$ cat src/rtl/rp_adc_trig_pkg.sv
// Shared constants for the multi-channel ADC threshold trigger.
package rp_adc_trig_pkg;

    localparam int unsigned TRIG_MODE_RISE = 0;
    localparam int unsigned TRIG_MODE_FALL = 1;
    localparam int unsigned TRIG_MODE_W    = 2;

    // Default per-channel slice widths: sample/threshold and holdoff counter.
    localparam int unsigned TRIG_DW_DEF = 14;
    localparam int unsigned TRIG_CH_DEF = 2;
    localparam int unsigned TRIG_HW_DEF = 20;

endpackage

$ cat src/rtl/rp_adc_trig_ch.sv
// One trigger channel: Schmitt detector with prime flag, holdoff and pulse outputs.
// Pipeline: sample/threshold register -> state/candidate register -> pulse register.
module rp_adc_trig_ch
    import rp_adc_trig_pkg::*;
#(
    parameter int unsigned DW = TRIG_DW_DEF,
    parameter int unsigned HW = TRIG_HW_DEF
) (
    input  logic          adc_clk_i,
    input  logic          adc_rstn_i,
    input  logic [DW-1:0] i_dat,
    input  logic          i_dv,
    input  logic [DW-1:0] i_tresh,
    input  logic [DW-1:0] i_hyst,
    input  logic [HW-1:0] i_holdoff,
    output logic          o_trig_p,
    output logic          o_trig_n
);

    logic signed [DW:0] r_tresh;
    logic signed [DW:0] r_tp;
    logic signed [DW:0] r_tm;
    logic signed [DW:0] r_dat;
    logic               r_dv;
    logic               r_p;
    logic               r_n;
    logic               r_primed;
    logic               r_cand_p;
    logic               r_cand_n;
    logic               r_trig_p;
    logic               r_trig_n;
    logic [HW-1:0]      r_cnt;

    logic signed [DW:0] w_tresh_x;
    logic signed [DW:0] w_hyst_x;
    logic signed [DW:0] w_dat_x;
    logic               w_p_nxt;
    logic               w_n_nxt;
    logic               w_cnt_zero;
    logic               w_emit_p;
    logic               w_emit_n;

    // One extra bit keeps tresh +/- hyst from wrapping at the rails.
    always_comb begin
        w_tresh_x  = {i_tresh[DW-1], i_tresh};
        w_hyst_x   = {1'b0, i_hyst};
        w_dat_x    = {i_dat[DW-1], i_dat};
        w_p_nxt    = (r_dat >= r_tresh) | (r_p & ~(r_dat < r_tm));
        w_n_nxt    = (r_dat <= r_tresh) | (r_n & ~(r_dat > r_tp));
        w_cnt_zero = (r_cnt == '0);
        w_emit_p   = r_cand_p & w_cnt_zero;
        w_emit_n   = r_cand_n & w_cnt_zero;
    end

    // States are 0 until primed, so the first valid sample loads the raw comparisons.
    always_ff @(posedge adc_clk_i or negedge adc_rstn_i) begin
        if (!adc_rstn_i) begin
            r_tresh  <= '0;
            r_tp     <= '0;
            r_tm     <= '0;
            r_dat    <= '0;
            r_dv     <= 1'b0;
            r_p      <= 1'b0;
            r_n      <= 1'b0;
            r_primed <= 1'b0;
            r_cand_p <= 1'b0;
            r_cand_n <= 1'b0;
            r_trig_p <= 1'b0;
            r_trig_n <= 1'b0;
            r_cnt    <= '0;
        end else begin
            r_tresh <= w_tresh_x;
            r_tp    <= w_tresh_x + w_hyst_x;
            r_tm    <= w_tresh_x - w_hyst_x;
            r_dat   <= w_dat_x;
            r_dv    <= i_dv;

            if (r_dv) begin
                r_p      <= w_p_nxt;
                r_n      <= w_n_nxt;
                r_primed <= 1'b1;
                r_cand_p <= r_primed & ~r_p & w_p_nxt;
                r_cand_n <= r_primed & ~r_n & w_n_nxt;
            end else begin
                r_cand_p <= 1'b0;
                r_cand_n <= 1'b0;
            end

            r_trig_p <= w_emit_p;
            r_trig_n <= w_emit_n;
            if (w_emit_p | w_emit_n) begin
                r_cnt <= i_holdoff;
            end else if (!w_cnt_zero) begin
                r_cnt <= r_cnt - HW'(1);
            end
        end
    end

    assign o_trig_p = r_trig_p;
    assign o_trig_n = r_trig_n;

endmodule

$ cat src/rtl/rp_adc_trig_mc.sv
// Multi-channel ADC threshold trigger: per-channel detectors plus masked, mode-selected OR.
module rp_adc_trig_mc
    import rp_adc_trig_pkg::*;
#(
    parameter int unsigned DW = TRIG_DW_DEF,
    parameter int unsigned CH = TRIG_CH_DEF,
    parameter int unsigned HW = TRIG_HW_DEF
) (
    input  logic                   adc_clk_i,
    input  logic                   adc_rstn_i,
    input  logic [CH*DW-1:0]       adc_dat_i,
    input  logic [CH-1:0]          adc_dv_i,
    input  logic [CH*DW-1:0]       set_tresh_i,
    input  logic [CH*DW-1:0]       set_hyst_i,
    input  logic [CH*HW-1:0]       set_holdoff_i,
    input  logic [TRIG_MODE_W-1:0] set_mode_i,
    input  logic [CH-1:0]          set_chmask_i,
    output logic [CH-1:0]          adc_trig_p_o,
    output logic [CH-1:0]          adc_trig_n_o,
    output logic                   trig_o
);

    logic [CH-1:0] w_trig_p;
    logic [CH-1:0] w_trig_n;
    logic [CH-1:0] w_hit;

    for (genvar c = 0; c < CH; c++) begin : g_ch
        rp_adc_trig_ch #(
            .DW (DW),
            .HW (HW)
        ) u_ch (
            .adc_clk_i  (adc_clk_i),
            .adc_rstn_i (adc_rstn_i),
            .i_dat      (adc_dat_i[c*DW +: DW]),
            .i_dv       (adc_dv_i[c]),
            .i_tresh    (set_tresh_i[c*DW +: DW]),
            .i_hyst     (set_hyst_i[c*DW +: DW]),
            .i_holdoff  (set_holdoff_i[c*HW +: HW]),
            .o_trig_p   (w_trig_p[c]),
            .o_trig_n   (w_trig_n[c])
        );
    end

    // Combined trigger follows mode/mask changes within the same cycle.
    always_comb begin
        w_hit = set_chmask_i & (({CH{set_mode_i[TRIG_MODE_RISE]}} & w_trig_p) |
                                ({CH{set_mode_i[TRIG_MODE_FALL]}} & w_trig_n));
    end

    assign adc_trig_p_o = w_trig_p;
    assign adc_trig_n_o = w_trig_n;
    assign trig_o       = |w_hit;

endmodule

$ cat config.mk
export PLATFORM = sky130hd
export DESIGN_NAME = rp_adc_trig_mc
export DESIGN_NICKNAME = d
export VERILOG_FILES = /design/src/rtl/rp_adc_trig_pkg.sv /design/src/rtl/rp_adc_trig_ch.sv /design/src/rtl/rp_adc_trig_mc.sv
export SDC_FILE = /design/constraint.sdc
export NUM_CORES = 1
export LEC_CHECK = 0
export ABC_AREA = 1
export BUFFER_PORTS_ARGS = -buffer_cell sky130_fd_sc_hd__buf_4
export CAP_MARGIN = 20
export CORE_MARGIN = 1.5
export CORE_UTILIZATION = 37
export DETAILED_ROUTE_END_ITERATION = 7
export SLEW_MARGIN = 20
export SYNTH_ARGS = -nofsm -noshare
export SYNTH_HDL_FRONTEND = slang
export SYNTH_SLANG_ARGS = --single-unit
$ cat constraint.sdc
create_clock -name adc_clk_i -period 1.7 [get_ports adc_clk_i]
set_clock_uncertainty 0.1 [all_clocks]
set_input_delay 0.085 -clock adc_clk_i [delete_from_list [all_inputs] [get_ports adc_clk_i]]
set_output_delay 0.085 -clock adc_clk_i [all_outputs]
set_load 0.02 [all_outputs]
==> flow_summary.json <==
{
  "clkLatencyLatePin_ps": 440,
  "clock_sinks": 170,
  "synth_ff_type": "dfrtp_1",
  "synthAdderAreaFrac_pct": 16.8,
  "synth_top_family_by_area": "simple AND/OR/NAND/NOR gates",
  "critPathSlowestCell": "dfrtp_1",
  "grt_pass1_wl_mm": 49.5,
  "pre_cts_slack_ps": -257,
  "ys_seq_area_share_pct": 37.9,
  "final_nets": 2095,
  "synthesis.area_um2": 11200,
  "slew_violations": 0,
  "rr_endpoint": "g_ch[0].u_ch.r_p",
  "dpl.hpwl_mm": 22.6,
  "totalWireLength_mm": 30.4,
  "cp_max_fo": 3,
  "arrival_ps": 2100,
  "timing.final.crit_share_pct": 111,
  "area_growth_pct": 50.3,
  "gr-usage-all-layers_pct": 19.9,
  "worst_pin_slew_ps": 404,
  "post-route-drc-count": 0,
  "die_w_um": 177,
  "antenna_left": 0,
  "p_per_area_nw_per_um2": 811,
  "grt_max_degree": 50,
  "endpoint": "g_ch[0].u_ch.r_p",
  "cp-end-kind": "flop",
  "mostFrequentLayoutCells": "303 x buf_4, 252 x inv_1, 238 x nand2_1, 164 x dfrtp_1, 116 x ha_1",
  "slew_headroom_pct": 73.0,
  "cts_root_buffer": "clkbuf_16",
  "async_reset_ff_share_pct": 100,
  "max_freq_ghz": 0.532,
  "worst_r2r_path_depth": 9,
  "worstSetupStartpoint": "g_ch[0].u_ch.r_dat[11]",
  "cts_htree_levels": 4,
  "path_buf_inv": 0,
  "grt_pass1_vias": 10100,
  "ys_ff_latch": 170,
  "core_area_um2": 29700,
  "clock_path_buffers": 2,
  "antenna_cells": 0,
  "cts_tree": "built",
  "max_cap_violations": 0,
  "die_area_um2": 31400,
  "fin_ws_ps": -181,
  "worst_setup_path_start_kind": "flop",
  "synthCells": 1396,
  "fin_crit_ps": 1880,
  "synth_edf_count": 0,
  "post_drt_wl_per_cell_um": 13.7,
  "path_class": "reg2reg",
  "power_mw": 13.7,
  "syn_nets": 1676,
  "synth-compound-area-share_pct": 7.77,
  "r2r_setup_slack_ps": -180,
  "vias": 10100,
  "ys_types": 42,
  "routabilityCongestion": 0.918,
  "first_pass_iters": 6,
  "numCtsBuffers": 17,
  "muxShareOfSynthArea_pct": 0,
  "cp_cell_sequence": "ha_1, nand2_1, nand2_1, a211oi_1, nand3_2, a21oi_1, nand2_1, nand2_1, nand2_1",
  "io_pins": 137,
  "synthSimpleGateAreaFrac_pct": 20.8,
  "p_leak_nw": 8.56,
  "syn_area_per_cell_um2": 8.04,
  "die_h_um": 177,
  "rr_startpoint": "g_ch[0].u_ch.r_dat[11]",
  "mostFrequentLayoutCell": "buf_4",
  "finalHoldViolCount": 0,
  "port_buffers": 136,
  "outcome": "complete, but fails checks",
  "ys_warn_count": 0,
  "violations": "setup timing",
  "antenna_found_initial": 0,
  "synth_xor_area_share_pct": 6.48,
  "setup_viol": 34,
  "path_depth": 9,
  "start_util_pct": 37.8,
  "min-delay-path-class": "in2async",
  "drtIter0Drc": 595,
  "cpPeakStageDelay_ps": 420,
  "drive_gt1_share_pct": 31.7,
  "peakVddDrop_uv": 682,
  "grt.overflow.total": 0,
  "clkSlewWorstSetupHoldPaths_ps": 80,
  "cp_top_family": "simple AND/OR/NAND/NOR gates",
  "vias_per_cell": 4.57,
  "core.rowCount": 63,
  "crit_path_frequent_cell": "nand2_1",
  "rsz0062_at_grt": "yes",
  "crit_required_ps": 1920
}
[final cells by class]
class	count	area, µm²
Clock buffer	17	425
Clock inverter	14	184
Fill cell	2629	12800
Inverter	267	1020
Multi-Input combinational cell	932	6900
Sequential cell	170	4260
Tap cell	390	488
Timing Repair Buffer	425	3580
Timing Repair inverter	2	17.5
[timing repair]
item,CTS,global route
buffers inserted,17,11
hold buffers,106,0
resized for setup,102,163
setup endpoints to repair,52,71
gates cloned,4,1
pin swaps,39,61
endpoints found under the hold margin,278,0
[metal layers]
layer	routed length, µm	global-route usage (%)	up-vias
met5	0	0	-
met4	469	5.23	0
met3	1010	2.68	33
met2	14300	32.3	197
met1	14600	27.7	4688
li1	-	-	5208
[logic make-up (layout without fill, tap and decap cells)]
logic type	after synthesis	in the layout
simple gates	546	546
buf+inv	294	725
flops	170	170
compound gates	155	155
fa+ha+maj	148	148
xor+xnor	83	83
[report_power, final]
| group | total [mW] | switching (mW) | leakage (nW) | internal (mW) |
|---|---|---|---|---|
| combinational | 4.62 | 2.38 | 6.34 | 2.24 |
| sequential | 4.93 | 0.330 | 1.92 | 4.60 |
| clock | 4.13 | 1.78 | 0.303 | 2.35 |
[metrics by stage]
step | cells | instance area, µm² | hold slack, ps | utilization (%) | TNS, ps
CTS | 2208 | 16100 | 14.4 | 54.1 | -2710
global placement | 2050 | 13900 | -69.4 | 46.7 | -6620
detailed placement | 2050 | 13900 | -72.9 | 46.7 | -8540
floorplan | 1396 | 11300 | -311 | - | -243
global route | 2217 | 16900 | 23.8 | 56.8 | -8270
finish | 2217 | 16900 | 31.0 | 56.8 | -2470
[sequential cells by signal, summed over array words and instances, names as in the netlist]
signal	count
g_ch.u_ch.r_cnt	40
g_ch.u_ch.r_tm	30
g_ch.u_ch.r_dat	28
g_ch.u_ch.r_tp	28
g_ch.u_ch.r_tresh	28
g_ch.u_ch.o_trig_n	2
g_ch.u_ch.o_trig_p	2
g_ch.u_ch.r_cand_n	2
g_ch.u_ch.r_cand_p	2
g_ch.u_ch.r_dv	2
g_ch.u_ch.r_n	2
g_ch.u_ch.r_p	2
g_ch.u_ch.r_primed	2
[cell usage after synthesis, types with 2 or more instances]
master / n / area share [%]
o21ai_1: 4 / 0.18
nand2_1: 296 / 9.9
nor2_4: 2 / 0.20
clkbuf_1: 14 / 0.47
a21oi_1: 78 / 3.5
xnor2_1: 16 / 1.2
buf_4: 6 / 0.40
nor4_1: 3 / 0.17
dfrtp_1: 170 / 38
nor3_4: 2 / 0.29
fa_1: 4 / 0.71
or2_2: 6 / 0.33
nor2_1: 119 / 4.0
buf_6: 3 / 0.30
nand4_1: 19 / 1.1
o211ai_1: 2 / 0.13
nand3_2: 2 / 0.18
nor3_1: 20 / 0.89
buf_2: 3 / 0.13
ha_1: 144 / 16
nand3_1: 66 / 2.9
nor2_2: 5 / 0.28
a31oi_1: 3 / 0.17
xor2_1: 67 / 5.2
inv_1: 264 / 8.8
o21ai_0: 42 / 1.9
a22o_1: 3 / 0.23
o21ai_2: 7 / 0.55
o21bai_1: 11 / 0.74
nand3b_1: 3 / 0.20
[worst reg2reg max path: stages (launching register included)]
cell	delay (ps)
dfrtp_1	420
ha_1	370
nand2_1	90
nand2_1	50
a211oi_1	260
nand3_2	120
a21oi_1	150
nand2_1	70
nand2_1	80
nand2_1	60
[worst min path at each step]
stage / startpoint / to / slack (ps) / cells past startpoint
after detailed placement: adc_rstn_i / g_ch[0].u_ch.r_tresh[7] / -70 / 1
after global routing: set_hyst_i[1] / g_ch[0].u_ch.r_tm[2] / 20 / 4
after global placement: adc_rstn_i / g_ch[0].u_ch.r_tresh[7] / -70 / 1
after floorplan: adc_rstn_i / g_ch[0].u_ch.o_trig_n / -310 / 0
after CTS: set_hyst_i[1] / g_ch[0].u_ch.r_tm[2] / 10 / 4
final: adc_rstn_i / g_ch[0].u_ch.r_tm[6] / 30 / 2
Power figures use the tool's default switching activity.
